File: src/rtl/xreg_pkg.sv
// Shared types for the index-register bank.
//   xreg_op_t     : operation codes presented on the op port
//   xreg_state_t  : bank controller states
//   xreg_alu_fn_t : function select for the inc/dec/shift datapath
package xreg_pkg;

    typedef enum logic [2:0] {
        OP_NOP  = 3'd0,
        OP_CLR  = 3'd1,
        OP_INC  = 3'd2,
        OP_DEC  = 3'd3,
        OP_LOAD = 3'd4,
        OP_SHL  = 3'd5,
        OP_SHR  = 3'd6,
        OP_SWAP = 3'd7
    } xreg_op_t;

    typedef enum logic {
        ST_IDLE  = 1'b0,
        ST_SHIFT = 1'b1
    } xreg_state_t;

    typedef enum logic [1:0] {
        ALU_INC = 2'd0,
        ALU_DEC = 2'd1,
        ALU_SHL = 2'd2,
        ALU_SHR = 2'd3
    } xreg_alu_fn_t;

endpackage

File: src/rtl/xreg_alu.sv
// Combinational datapath for one index register: +1, -1, shift-by-one.
// Ports:
//   a_i      : operand
//   fn_i     : function select (xreg_alu_fn_t)
//   res_c_o  : result
//   cout_c_o : INC wrap-out, DEC borrow, or the bit shifted out
//   zero_c_o : result == 0
module xreg_alu
    import xreg_pkg::*;
#(
    parameter int unsigned WIDTH = 12
) (
    input  logic [WIDTH-1:0] a_i,
    input  xreg_alu_fn_t     fn_i,
    output logic [WIDTH-1:0] res_c_o,
    output logic             cout_c_o,
    output logic             zero_c_o
);

    always_comb begin : p_alu
        res_c_o  = a_i;
        cout_c_o = 1'b0;
        case (fn_i)
            ALU_INC: {cout_c_o, res_c_o} = {1'b0, a_i} + (WIDTH+1)'(1);
            ALU_DEC: {cout_c_o, res_c_o} = {1'b0, a_i} - (WIDTH+1)'(1);
            ALU_SHL: {cout_c_o, res_c_o} = {a_i, 1'b0};
            ALU_SHR: {res_c_o, cout_c_o} = {1'b0, a_i};
            default: res_c_o = a_i;
        endcase
        zero_c_o = (res_c_o == '0);
    end

endmodule

File: src/rtl/xreg_bank.sv
// Parametrised index-register bank (NREGS x WIDTH) with clear/inc/dec/load/
// swap and multi-cycle shifts, plus a registered read port onto the address bus.
// Optional feature macro: XREG_AUTOINC_EN adds rd_inc (post-increment on read).
// Ports:
//   clk, rst         : clock, asynchronous active-high reset
//   op_valid/ready   : op handshake; ready is low while a shift is running
//   op, sel, din     : operation, target register, load value / shift count
//   rd_en, rd_sel    : read request; result on abus/abus_oe one cycle later
//   rd_inc           : (XREG_AUTOINC_EN only) post-increment the read register
//   abus, abus_oe    : registered read data and its enable
//   zero, carry      : flags of the last register write
module xreg_bank
    import xreg_pkg::*;
#(
    parameter int unsigned WIDTH = 12,
    parameter int unsigned NREGS = 4
) (
    input  logic                     clk,
    input  logic                     rst,
    input  logic                     op_valid,
    output logic                     op_ready,
    input  logic [2:0]               op,
    input  logic [$clog2(NREGS)-1:0] sel,
    input  logic [WIDTH-1:0]         din,
    input  logic                     rd_en,
    input  logic [$clog2(NREGS)-1:0] rd_sel,
`ifdef XREG_AUTOINC_EN
    input  logic                     rd_inc,
`endif
    output logic [WIDTH-1:0]         abus,
    output logic                     abus_oe,
    output logic                     zero,
    output logic                     carry
);

    localparam int unsigned SEL_W = $clog2(NREGS);
    localparam int unsigned CNT_W = $clog2(WIDTH);

    logic [WIDTH-1:0] regs_q [NREGS];
    logic [WIDTH-1:0] regs_d [NREGS];
    xreg_state_t      state_q, state_d;
    logic [SEL_W-1:0] sh_sel_q, sh_sel_d;
    logic             sh_dir_q, sh_dir_d;
    logic [CNT_W-1:0] sh_cnt_q, sh_cnt_d;
    logic [CNT_W-1:0] sh_done_q, sh_done_d;
    logic             zero_q, zero_d;
    logic             carry_q, carry_d;
    logic [WIDTH-1:0] abus_q, abus_d;
    logic             abus_oe_q, abus_oe_d;
    logic             ready_q;

    xreg_op_t         op_e;
    logic             accept;
    logic             shift_req;
    logic [CNT_W-1:0] cnt_in;
    logic             inc_en;

    logic [WIDTH-1:0] alu_a, alu_res;
    xreg_alu_fn_t     alu_fn;
    logic             alu_cout, alu_zero;

    assign op_e      = xreg_op_t'(op);
    assign accept    = op_valid && ready_q;
    assign shift_req = (op_e == OP_SHL) || (op_e == OP_SHR);
    assign cnt_in    = din[CNT_W-1:0];

    // Post-increment on read, suppressed when the register is owned by an op
`ifdef XREG_AUTOINC_EN
    logic inc_block;
    always_comb begin : p_inc_block
        inc_block = 1'b0;
        if (state_q == ST_SHIFT) begin
            inc_block = (rd_sel == sh_sel_q);
        end else if (accept && (op_e != OP_NOP)) begin
            inc_block = (rd_sel == sel) ||
                        ((op_e == OP_SWAP) && (rd_sel == (sel ^ SEL_W'(1))));
        end
    end
    assign inc_en = rd_en && rd_inc && !inc_block;
`else
    assign inc_en = 1'b0;
`endif

    // Shared ALU: shifting register while busy, else the op target
    always_comb begin : p_alu_sel
        alu_a  = regs_q[sel];
        alu_fn = (op_e == OP_DEC) ? ALU_DEC : ALU_INC;
        if (state_q == ST_SHIFT) begin
            alu_a  = regs_q[sh_sel_q];
            alu_fn = sh_dir_q ? ALU_SHR : ALU_SHL;
        end
    end

    xreg_alu #(.WIDTH(WIDTH)) u_alu (
        .a_i      (alu_a),
        .fn_i     (alu_fn),
        .res_c_o  (alu_res),
        .cout_c_o (alu_cout),
        .zero_c_o (alu_zero)
    );

    // State register
    always_ff @(posedge clk or posedge rst) begin : p_state_q
        if (rst) begin
            state_q <= ST_IDLE;
        end else begin
            state_q <= state_d;
        end
    end

    // Next state
    always_comb begin : p_state_d
        state_d = state_q;
        case (state_q)
            ST_IDLE:  if (accept && shift_req && (cnt_in != '0)) state_d = ST_SHIFT;
            ST_SHIFT: if (sh_cnt_q == CNT_W'(1)) state_d = ST_IDLE;
            default:  state_d = ST_IDLE;
        endcase
    end

    // Datapath / flag next values
    always_comb begin : p_dp_d
        regs_d    = regs_q;
        sh_sel_d  = sh_sel_q;
        sh_dir_d  = sh_dir_q;
        sh_cnt_d  = sh_cnt_q;
        sh_done_d = sh_done_q;
        zero_d    = zero_q;
        carry_d   = carry_q;
        abus_d    = rd_en ? regs_q[rd_sel] : '0;
        abus_oe_d = rd_en;

        // Applied first so that any op write to the same register overrides it
        if (inc_en) regs_d[rd_sel] = regs_q[rd_sel] + WIDTH'(1);

        if (state_q == ST_SHIFT) begin
            regs_d[sh_sel_q] = alu_res;
            zero_d           = alu_zero;
            // Past WIDTH steps only fill bits leave; keep the last data bit out
            if (32'(sh_done_q) < WIDTH) carry_d = alu_cout;
            sh_cnt_d  = sh_cnt_q - CNT_W'(1);
            sh_done_d = sh_done_q + CNT_W'(1);
        end else if (accept) begin
            case (op_e)
                OP_CLR: begin
                    regs_d[sel] = '0;
                    zero_d      = 1'b1;
                end
                OP_INC, OP_DEC: begin
                    regs_d[sel] = alu_res;
                    zero_d      = alu_zero;
                    carry_d     = alu_cout;
                end
                OP_LOAD: begin
                    regs_d[sel] = din;
                    zero_d      = (din == '0);
                end
                OP_SHL, OP_SHR: begin
                    if (cnt_in == '0) begin
                        zero_d  = (regs_q[sel] == '0);
                        carry_d = 1'b0;
                    end else begin
                        sh_sel_d  = sel;
                        sh_dir_d  = (op_e == OP_SHR);
                        sh_cnt_d  = cnt_in;
                        sh_done_d = '0;
                    end
                end
                OP_SWAP: begin
                    regs_d[sel]               = regs_q[sel ^ SEL_W'(1)];
                    regs_d[sel ^ SEL_W'(1)]   = regs_q[sel];
                    zero_d                    = (regs_q[sel ^ SEL_W'(1)] == '0);
                end
                default: ;
            endcase
        end
    end

    // Datapath registers
    always_ff @(posedge clk or posedge rst) begin : p_dp_q
        if (rst) begin
            regs_q    <= '{default: '0};
            sh_sel_q  <= '0;
            sh_dir_q  <= 1'b0;
            sh_cnt_q  <= '0;
            sh_done_q <= '0;
            zero_q    <= 1'b1;
            carry_q   <= 1'b0;
            abus_q    <= '0;
            abus_oe_q <= 1'b0;
            ready_q   <= 1'b1;
        end else begin
            regs_q    <= regs_d;
            sh_sel_q  <= sh_sel_d;
            sh_dir_q  <= sh_dir_d;
            sh_cnt_q  <= sh_cnt_d;
            sh_done_q <= sh_done_d;
            zero_q    <= zero_d;
            carry_q   <= carry_d;
            abus_q    <= abus_d;
            abus_oe_q <= abus_oe_d;
            ready_q   <= (state_d == ST_IDLE);
        end
    end

    assign op_ready = ready_q;
    assign abus     = abus_q;
    assign abus_oe  = abus_oe_q;
    assign zero     = zero_q;
    assign carry    = carry_q;

endmodule

File: config.mk
export PLATFORM = sky130hd
export DESIGN_NAME = xreg_bank
export DESIGN_NICKNAME = d
export VERILOG_FILES = /design/src/rtl/xreg_pkg.sv /design/src/rtl/xreg_alu.sv /design/src/rtl/xreg_bank.sv
export SDC_FILE = /design/constraint.sdc
export NUM_CORES = 1
export LEC_CHECK = 0
export ABC_AREA = 0
export BUFFER_PORTS_ARGS = -buffer_cell sky130_fd_sc_hd__buf_2
export CORE_ASPECT_RATIO = 0.5
export CORE_MARGIN = 8
export CORE_UTILIZATION = 50
export CTS_CLUSTER_SIZE = 28
export DETAILED_ROUTE_END_ITERATION = 8
export PLACE_DENSITY = 0.67
export SYNTH_ARGS = -nofsm -noshare
export SYNTH_HDL_FRONTEND = slang
export SYNTH_SLANG_ARGS = --single-unit
File: constraint.sdc
create_clock -name clk -period 7.2 [get_ports clk]
set_clock_uncertainty 0.1 [all_clocks]
set_input_delay 0 -clock clk [delete_from_list [all_inputs] [get_ports clk]]
set_output_delay 0 -clock clk [all_outputs]
set_load 0.005 [all_outputs]
==> flow_metrics.tcl <==
set metrics [dict create \
    status "complete, but fails checks" \
    failed_checks "DRC" \
    grt_max_degree 42 \
    synth_top_flop_cell "dfrtp_1" \
    dp_slack_ns 2.64 \
    grt_setup_unrepaired "false" \
    setup_viol 0 \
    cts_resized 0 \
    worst_ir_drop_vdd_uv 266 \
    coreArea_um2 14400 \
    drc_errors 2 \
    critPathBufInv 0 \
    synthToLayoutAreaGrowth_pct 8.43 \
    cpPeakStageDelay_ns 0.93 \
    start_util_pct 50.9 \
    crit_path_max_fanout 41 \
    grt-ovfl-total 0 \
    place_congestion 1.02 \
    leakage_nw 3.11 \
    crit_type "reg2reg" \
    cts.reportedPaths.clkPinSlew_ns 0.07 \
    synthTopCellsByArea "dfrtp_1 25%, mux4_2 7.1%, nand2_1 5.7%" \
    fin_area_um2 7920 \
    cp-end-kind "register" \
    synth_top_cell_by_area "dfrtp_1" \
    fp.dieW_um 187 \
    synth.net_count 905 \
    num_vias 8289 \
    cts_buffers 9 \
    grt_use_total_pct 34.1 \
    synth_area_um2 7300 \
    hold_violations 0 \
    die_h_um 101 \
    synth_edf_count 0 \
    grt_first_pass_wirelength_um 49000 \
    worst-path-stages 8 \
    fin_crit_ns 4.58 \
    viasPerCell 7.73 \
    fin_nets 896 \
    htree_levels 3 \
    drv_cap 0 \
    routedWlPerCell_um 30.5 \
    yosys.area_share.simple_pct 18.7 \
    clk_path_buf_depth 2 \
    r2r_cells 8 \
    critical-path-top-delay-family "compound AO/OA/AOI/OAI gates" \
    ys_seq_elements 76 \
    antenna_found_initial 1 \
    synth_top_family_by_area "compound AO/OA/AOI/OAI gates" \
    path_cells "nor2b_1, a222oi_1, a2111oi_1, nand2b_1, xnor2_1, a221oi_1, a222oi_1, o221ai_1" \
    final_core_util_pct 55.2 \
    syn_inst 877 \
    routed_wl_um 32700 \
    async_reset_ff_share_pct 100 \
    critPathLaunchType "register" \
    syn_avg_cell_area_um2 8.33 \
    yosysWarnings 0 \
    placed_cells 1049 \
    crit_top_cell "a222oi_1" \
    worst_slew_margin_rel_pct 5.39 \
    synth_xor_area_share_pct 2.04 \
    finalNonFillerCells 1072 \
    rows 31 \
    whs_path_depth 3 \
    cts.hold.buffers_added 6 \
    cp_slowest_cell "a2111oi_1" \
    synthMuxAreaShare_pct 16.7 \
    p_total_mw 3.96 \
    cellPowerDensity_nw_per_um2 501 \
    first_iter_violations 1741 \
    port_buffers 38 \
    tns_ns 0 \
    insertion_delay_ns 0.36 \
    arrival_ns 4.76 \
    cts_tree "built" \
    synth_top_area_share_pct 25.4 \
    synth_adder_area_share_pct 0.857 \
    finalCritPeriodShare_pct 63.7 \
    drtAntennaViolNets 0 \
    dp_hpwl_um 23200 \
    synth_cell_type_count 76 \
    hold-worst-slack_ns 0.0454 \
    post_cts_buffers 0 \
    clock.fmax_mhz 218 \
    drive_gt1_share_pct 15.7 \
    cts-root-buf "clkbuf_16" \
    synth_compound_area_share_pct 30.2 \
    synth-seq-area-share_pct 26.1 \
    finalWorstSetupSlack_ns 2.62 \
    first_pass_iters 9 \
    placed_area_um2 7560 \
    holdCritPathClass "in2reg" \
    tightestPinTransition_ns 1.41 \
    io_pins 39 \
    cts_sinks 76 \
    die_area_um2 19000 \
    drv_slew 0 \
    grt_pass1_vias 7482 \
    cp.required_ns 7.37 \
]
## power breakdown
part	switching [mW]	leakage (nW)	internal, mW
Sequential	0.386	0.945	0.612
Combinational	1.57	2.02	0.925
Clock	0.207	0.139	0.269
## metal layers
metal  up-vias  global-route usage, %  part of all wire, %
met3       123                   15.4                   18
met4         0                   10.3                  3.1
met5         -                      0                    0
li1       3399                      -                    -
met1      4005                   47.2                   40
met2       762                   46.6                   39
## logic make-up after synthesis
kind of cell / after synthesis
AOI/OAI and AO/OA: 304
xor gates and xnor gates: 17
adders and majority gates: 5
DFF: 76
buffers and inverters: 101
and+or+nand+nor: 290
muxes: 84
## worst paths after layout
kind	startpoint	to	slack (ns)
hold / removal	din[7]	regs_q[19]	0.05
setup reg to reg	state_q	regs_q[17]	2.62
hold reg to reg	carry	carry	0.40
min in group asynchronous	rst	regs_q[16]	0.16
max in group asynchronous	rst	state_q	5.79
setup / recovery	state_q	regs_q[17]	2.62
## layout by cell type, fill, tap and decap left out, types with 17 or more instances in the layout
cell type and count:
mux2i_1 35, inv_1 17, nor2_1 63, a222oi_1 26, dfrtp_1 73, mux2_2 22
mux4_2 23, o21ai_0 69, a21oi_1 47, buf_4 18, nand2_1 111, buf_2 38
o221ai_1 19, nand3_1 25
## synth_stat cells, types with 10 or more instances
library cell and instances:
nor2_1 63, a32oi_1 10, and2_1 15, xnor2_1 13
a222oi_1 26, mux2i_1 35, inv_1 18, dfrtp_1 74
nor3_1 11, o221ai_1 19, nand3_1 25, mux4_2 23
a221oi_1 13, a22oi_1 11, nand2_1 111, a21oi_1 47
buf_1 13, o21ai_0 70, a22o_1 13, nand4_1 10
clkbuf_1 64, mux2_2 22
## flip-flops by register name (all words and copies together), names as in the netlist
register and cells:
regs_q 48, abus 12, sh_cnt_q 4, sh_done_q 4, sh_sel_q 2, abus_oe 1, carry 1, op_ready 1
sh_dir_q 1, state_q 1, zero 1
## worst reg2reg max path, stage by stage (launching register included)
cell       delay, ns
dfrtp_2         0.89
nor2b_1         0.68
a222oi_1        0.32
a2111oi_1       0.93
nand2b_1        0.15
xnor2_1         0.16
a221oi_1        0.84
a222oi_1        0.17
o221ai_1        0.25
## cell type report
cell class | instances | area [um^2]
repair buffers | 62 | 385
well taps | 198 | 248
clock buffers | 10 | 229
diodes | 1 | 2.50
inverters | 19 | 72.6
fillers | 1349 | 6430
multi-input cells | 700 | 5010
flip-flops and latches | 76 | 1910
clock inverters | 6 | 63.8
Note: power is estimated with default switching activity, not from simulation.
